File: src/rtl/mem_arb_pkg.sv
// mem_arb_pkg: shared definitions for the data-memory arbiter.
//   - arb_state_e : arbiter FSM states (IDLE, GNT_P, GNT_L)
//   - REQ_P/REQ_L : requester ids, also the encoding of the round-robin
//                   last-grant flop
//   - WAIT_DEFAULT: default memory access cycles per transaction
//   - rr_pick     : winner selection for round-robin arbitration
package mem_arb_pkg;

  typedef enum logic [1:0] {
    IDLE  = 2'd0,
    GNT_P = 2'd1,
    GNT_L = 2'd2
  } arb_state_e;

  localparam logic REQ_P = 1'b0;
  localparam logic REQ_L = 1'b1;

  localparam int WAIT_DEFAULT = 2;

  // Returns the requester id to grant. A lone request always wins; on a
  // tie the port that did not receive the previous grant wins.
  function automatic logic rr_pick(input logic p_req, input logic l_req,
                                   input logic last_grant);
    if (p_req && l_req) return (last_grant == REQ_P) ? REQ_L : REQ_P;
    return l_req ? REQ_L : REQ_P;
  endfunction

endpackage

File: src/rtl/arb_wait_counter.sv
// arb_wait_counter: access-cycle counter for the arbiter.
//   clk, rst_n : clock, async active-low reset
//   clr_i      : synchronous clear (held while the arbiter is idle)
//   en_i       : count one access cycle
//   done_o     : count has reached WAIT-1, i.e. this is the final cycle
module arb_wait_counter #(
  parameter int WAIT = 2,
  parameter int CW   = $clog2(WAIT + 1)
) (
  input  logic clk,
  input  logic rst_n,
  input  logic clr_i,
  input  logic en_i,
  output logic done_o
);

  localparam logic [CW-1:0] LAST = CW'(WAIT - 1);

  logic [CW-1:0] cnt_q, cnt_d;

  always_comb begin
    cnt_d = cnt_q;
    if (clr_i)     cnt_d = '0;
    else if (en_i) cnt_d = cnt_q + 1'b1;
  end

  always_ff @(posedge clk or negedge rst_n) begin
    if (!rst_n) cnt_q <= '0;
    else        cnt_q <= cnt_d;
  end

  assign done_o = (cnt_q == LAST);

endmodule

File: src/rtl/dmem_arbiter.sv
// dmem_arbiter: shares a single-port data memory between the pipeline MEM
// stage (port P) and a loader/debug port (port L).
//   P side : p_req/p_we/p_addr/p_wdata in, p_rdata out, p_stall out
//   L side : l_req/l_we/l_addr/l_wdata in, l_rdata out, l_ack (1-cycle) out
//   Memory : m_en/m_we/m_addr/m_wdata out, m_rdata in (combinational)
//   busy   : arbiter is not idle
// Each access takes WAIT cycles after the grant; the arbiter always spends
// one IDLE cycle between accesses.
// Build option: define DMEM_ARB_RR_EN for round-robin arbitration;
// otherwise P has fixed priority over L.
module dmem_arbiter
  import mem_arb_pkg::*;
#(
  parameter int WAIT = WAIT_DEFAULT,
  parameter int AW   = 32,
  parameter int DW   = 32
) (
  input  logic          clk,
  input  logic          rst_n,
  input  logic          p_req,
  input  logic          p_we,
  input  logic [AW-1:0] p_addr,
  input  logic [DW-1:0] p_wdata,
  output logic [DW-1:0] p_rdata,
  output logic          p_stall,
  input  logic          l_req,
  input  logic          l_we,
  input  logic [AW-1:0] l_addr,
  input  logic [DW-1:0] l_wdata,
  output logic [DW-1:0] l_rdata,
  output logic          l_ack,
  output logic          m_en,
  output logic          m_we,
  output logic [AW-1:0] m_addr,
  output logic [DW-1:0] m_wdata,
  input  logic [DW-1:0] m_rdata,
  output logic          busy
);

  arb_state_e    state_q;
  logic          acc_we_q;
  logic [AW-1:0] acc_addr_q;
  logic [DW-1:0] acc_wdata_q;
  logic [DW-1:0] p_rdata_q;
  logic [DW-1:0] l_rdata_q;

  logic cnt_done, done, gnt_p, gnt_l, win_l;

  assign busy  = (state_q != IDLE);
  assign gnt_p = (state_q == GNT_P);
  assign gnt_l = (state_q == GNT_L);
  // The counter's compare is only meaningful while a grant is active.
  assign done  = busy & cnt_done;

  arb_wait_counter #(.WAIT(WAIT)) u_cnt (
    .clk    (clk),
    .rst_n  (rst_n),
    .clr_i  (~busy),
    .en_i   (busy),
    .done_o (cnt_done)
  );

`ifdef DMEM_ARB_RR_EN
  logic last_grant_q;
  assign win_l = rr_pick(p_req, l_req, last_grant_q);

  always_ff @(posedge clk or negedge rst_n) begin
    if (!rst_n)                               last_grant_q <= REQ_L;
    else if (state_q == IDLE && (p_req | l_req)) last_grant_q <= win_l;
  end
`else
  // Fixed priority: L only wins when P is not asking.
  assign win_l = ~p_req;
`endif

  always_ff @(posedge clk or negedge rst_n) begin
    if (!rst_n) begin
      state_q     <= IDLE;
      acc_we_q    <= 1'b0;
      acc_addr_q  <= '0;
      acc_wdata_q <= '0;
      p_rdata_q   <= '0;
      l_rdata_q   <= '0;
    end else begin
      case (state_q)
        IDLE: begin
          if (p_req | l_req) begin
            state_q     <= win_l ? GNT_L : GNT_P;
            acc_we_q    <= win_l ? l_we    : p_we;
            acc_addr_q  <= win_l ? l_addr  : p_addr;
            acc_wdata_q <= win_l ? l_wdata : p_wdata;
          end
        end
        GNT_P, GNT_L: begin
          if (done) begin
            state_q <= IDLE;
            // Stores leave the read-data hold registers untouched.
            if (!acc_we_q) begin
              if (gnt_p) p_rdata_q <= m_rdata;
              else       l_rdata_q <= m_rdata;
            end
          end
        end
        default: state_q <= IDLE;
      endcase
    end
  end

  // Memory bus is forced to zero while idle.
  assign m_en    = busy;
  assign m_we    = done & acc_we_q;
  assign m_addr  = busy ? acc_addr_q  : '0;
  assign m_wdata = busy ? acc_wdata_q : '0;

  // Done cycle passes memory data straight through so the requester sees it
  // in the same cycle it is released; afterwards the hold register serves.
  assign p_stall = p_req & ~(gnt_p & done);
  assign p_rdata = (gnt_p & done) ? m_rdata : p_rdata_q;
  assign l_ack   = gnt_l & done;
  assign l_rdata = l_ack ? m_rdata : l_rdata_q;

endmodule

File: config.mk
export PLATFORM = sky130hd
export DESIGN_NAME = dmem_arbiter
export DESIGN_NICKNAME = d
export VERILOG_FILES = /design/src/rtl/mem_arb_pkg.sv /design/src/rtl/arb_wait_counter.sv /design/src/rtl/dmem_arbiter.sv
export SDC_FILE = /design/constraint.sdc
export NUM_CORES = 1
export LEC_CHECK = 0
export ABC_CLOCK_PERIOD_IN_PS = 5060
export BUFFER_PORTS_ARGS = -buffer_cell sky130_fd_sc_hd__buf_2
export CORE_MARGIN = 1
export CORE_UTILIZATION = 35
export DETAILED_ROUTE_END_ITERATION = 10
export SLEW_MARGIN = 20
export SYNTH_ARGS = -nofsm -noshare
export SYNTH_HDL_FRONTEND = slang
export SYNTH_SLANG_ARGS = --single-unit
File: constraint.sdc
create_clock -name clk -period 5.06 [get_ports clk]
set_input_delay 1.265 -clock clk [delete_from_list [all_inputs] [get_ports clk]]
set_output_delay 1.265 -clock clk [all_outputs]
set_load 0.01 [all_outputs]
==> impl_metrics.csv <==
group,metric,value,unit
die,start_util,35.7,%
critical_path,path_buf_inv,3,
critical_path,crit_type,"reg -> out",
global_routing,track_usage,18.1,%
drt,first_pass_iters,6,
critical_path,worst-r2r-setup-slack,1.94,ns
global_routing,grt_max_degree,70,
sta,setup_tns,0,ns
clock_tree,htreeDepth,4,
sta,skew,0.0105,ns
min_path,hp-class,"reg -> reg",
clock_tree,postCtsHoldBufs,0,
global_routing,antenna_found_initial,3,
place,io_buffers,298,
global_routing,grt_pass1_wl,28100,um
yosys,syn_nets,766,
clock_tree,cts.sinks,133,
critical_path,cp_max_fo,16,
power,p_leak,0.00483,uW
yosys,synth-seq-area-share,47.9,%
layout,area_growth,33.1,%
critical_path,arrival,2.67,ns
die,die-area,20400,um^2
min_path,whs_endpoint,"u_cnt.cnt_q[0]$_DFF_PN0_",
drt,routed_wl,17900,um
layout,multi_input_area,3380,um^2
sta,hold_violations,0,
layout,drive_gt1_share,52.7,%
drt,routedWlPerCell,15.4,um
sta,setup_viol,0,
critical_path,endpoint_kind,"primary output",
clock_tree,cts_tree,"done",
min_path,holdCritStartpoint,"u_cnt.cnt_q[0]$_DFF_PN0_",
die,io_pins,299,
die,die_h,143,um
global_routing,grt_pass1_vias,5155,
drt,drc,0,
drt,vias_per_cell,4.52,
sta,relSlewSlack,32.7,%
critical_path,cpPeakStageDelay,0.68,ns
critical_path,rr_worst_depth,6,
clock_tree,clock_latency,0.42,ns
critical_path,worst_path_max_delay_cell,"nand3b_1",
critical_path,crit_family,"buffers and inverters",
clock_tree,cts_setup_buffers,0,
yosys,synth_area,6950,um^2
yosys,synthDistinctLibCells,27,
critical_path,timing.rr.start,"state_q[0]$_DFFE_PN0P_",
global_routing,overflow,0,
clock_tree,cts_buffer_depth,2,
yosys,avgSynthCellArea,11.7,um^2
clock_tree,clk_pin_slew,0.05,ns
sta,max_freq,254,MHz
power,peakVddDrop,0.239,mV
yosys,ys_ff_latch,133,
clock_tree,numCtsBuffers,17,
critical_path,start_kind,"register",
place,gp_congestion,0.730,
critical_path,r2r-end,"p_rdata_q[29]$_DFFE_PN0P_",
layout,fill_cells,1825,
die,core-area,19500,um^2
yosys,syn_inst,595,
drt,initialDrtViolationCount,126,
sta,worstMarginPinSlew,1.01,ns
power,p_per_area,583,nW/um^2
clock_tree,cts_resized,0,
layout,final_core_util,47.5,%
die,die-width,143,um
die,row_count,51,
place,dp_hpwl,12900,um
clock_tree,ctsRootBufferMaster,"clkbuf_16",
sta,slew_viol_final,0,
min_path,whs_path_depth,1,
outcome,status,"finished, final reports clean",
layout,fin_nets,1052,
critical_path,crit_chain,"inv_1, ha_1, nand3b_1, buf_4, mux2_2, buf_2",
drt,antenna_left,0,
layout,seq_area,3330,um^2
sta,fin_crit,3.93,ns
flow_run,max-cap-violations,0,
drt,vias,5253,
yosys,yosys_warnings,0,
critical_path,crit_required,3.80,ns
sta,grt_setup_unrepaired,"false",
sta,timing.final.crit_share,77.7,%
[state kept, by name, summed over array words and instances (netlist names)]
signal       flops
acc_we_q         1
u_cnt.cnt_q      2
l_rdata_q       32
acc_wdata_q     32
state_q          2
p_rdata_q       32
acc_addr_q      32
[worst max path at each step]
stage                                 startpoint          to  cells past startpoint
after CTS                 state_q[0]$_DFFE_PN0P_  p_rdata[2]                      6
final                     state_q[0]$_DFFE_PN0P_  p_rdata[1]                      6
after global placement    state_q[0]$_DFFE_PN0P_  p_rdata[4]                      6
after floorplan                            p_req     p_stall                      4
after global routing      state_q[0]$_DFFE_PN0P_  p_rdata[2]                      6
after detailed placement  state_q[0]$_DFFE_PN0P_  p_rdata[2]                      6
[report_power, final]
| part | total (uW) | switching (uW) | internal (uW) |
|---|---|---|---|
| Sequential | 1840 | 252 | 1590 |
| Clock | 1220 | 469 | 748 |
| Combinational | 2330 | 1150 | 1180 |
| Total | 5390 | 1880 | 3520 |
[synth_stat cells, drive strengths merged]
cell / count / area [um^2]
dfrtp: 133 / 3330
mux2: 128 / 1550
nand2: 68 / 255
o21ai: 68 / 340
mux2i: 65 / 651
nor2b: 65 / 407
buf: 29 / 184
clkbuf: 13 / 52.6
inv: 6 / 22.5
ha: 5 / 62.6
nor2: 4 / 17.5
and2: 2 / 12.5
nand3: 2 / 15.0
nand3b: 2 / 15.0
a21o: 1 / 7.51
a21oi: 1 / 5.00
a22oi: 1 / 7.51
and2b: 1 / 7.51
nand2b: 1 / 6.26
[stage by stage]
step	area, um^2	hold slack, ns	std cells	total power (uW)	setup WS (ns)
5_1_grt	9250	0.460	1161	5820	0.905
3_3_place_gp	8660	0.420	1127	4190	1.57
2_1_floorplan	6950	0.403	595	3360	1.78
6_report	9250	0.421	1162	5390	1.13
3_5_place_dp	8660	0.417	1127	4210	1.54
4_1_cts	9240	0.424	1159	5470	1.04
[layout by cell type (no fill, tap or decap)]
cell        Yosys  routed
buf_6           3       1
o21ai_4         0       1
mux2_2         96      96
buf_12          0       1
nand2_1        68      68
and2b_1         1       1
a21o_1          1       1
clkinv_4        0       2
nor2b_1        65      65
nand3_1         1       1
a21oi_1         1       1
clkbuf_16       0      17
inv_6           0       1
clkbuf_8        0       2
and2_1          2       2
nand2b_1        1       1
clkinv_2        0       6
mux2i_1        65      65
ha_2            0       1
diode_2         0       3
nor2_4          0       1
nor2_1          3       3
nand3_2         1       1
buf_2          18     296
inv_1           6       6
nand3b_1        2       2
dfrtp_1       133     133
bufinv_16       0       2
mux2_4         30      30
clkinvlp_4      0       2
a22oi_1         1       1
buf_4           8      11
ha_1            5       4
mux2_1          2       2
o21ai_0        67      67
[cells by family after synthesis]
kind of cell	share of synthesized area [%]
muxes	31.7
and+or+nand+nor	10.6
DFF	47.9
AOI/OAI and AO/OA	5.18
buffers and inverters	3.73
adders and majority gates	0.900
[area by class of cell]
type | count | share of cell area [%]
repair buffers | 309 | 17.2
inverters | 6 | 0.243
well taps | 265 | 3.58
multi-input cells | 414 | 36.6
diodes | 3 | 0.0811
flip-flops and latches | 133 | 36.0
clock buffers | 19 | 4.90
clock inverters | 13 | 1.42
[routing by layer]
| layer | GRT usage, % | up-vias | part of all wire (%) |
|---|---|---|---|
| li1 | - | 2628 | - |
| met1 | 21.4 | 2419 | 43 |
| met2 | 29.1 | 188 | 46 |
| met3 | 7.98 | 18 | 9.6 |
| met4 | 6.51 | 0 | 1.3 |
| met5 | 0 | - | 0 |
No activity file was read; power rests on OpenSTA's default activity.
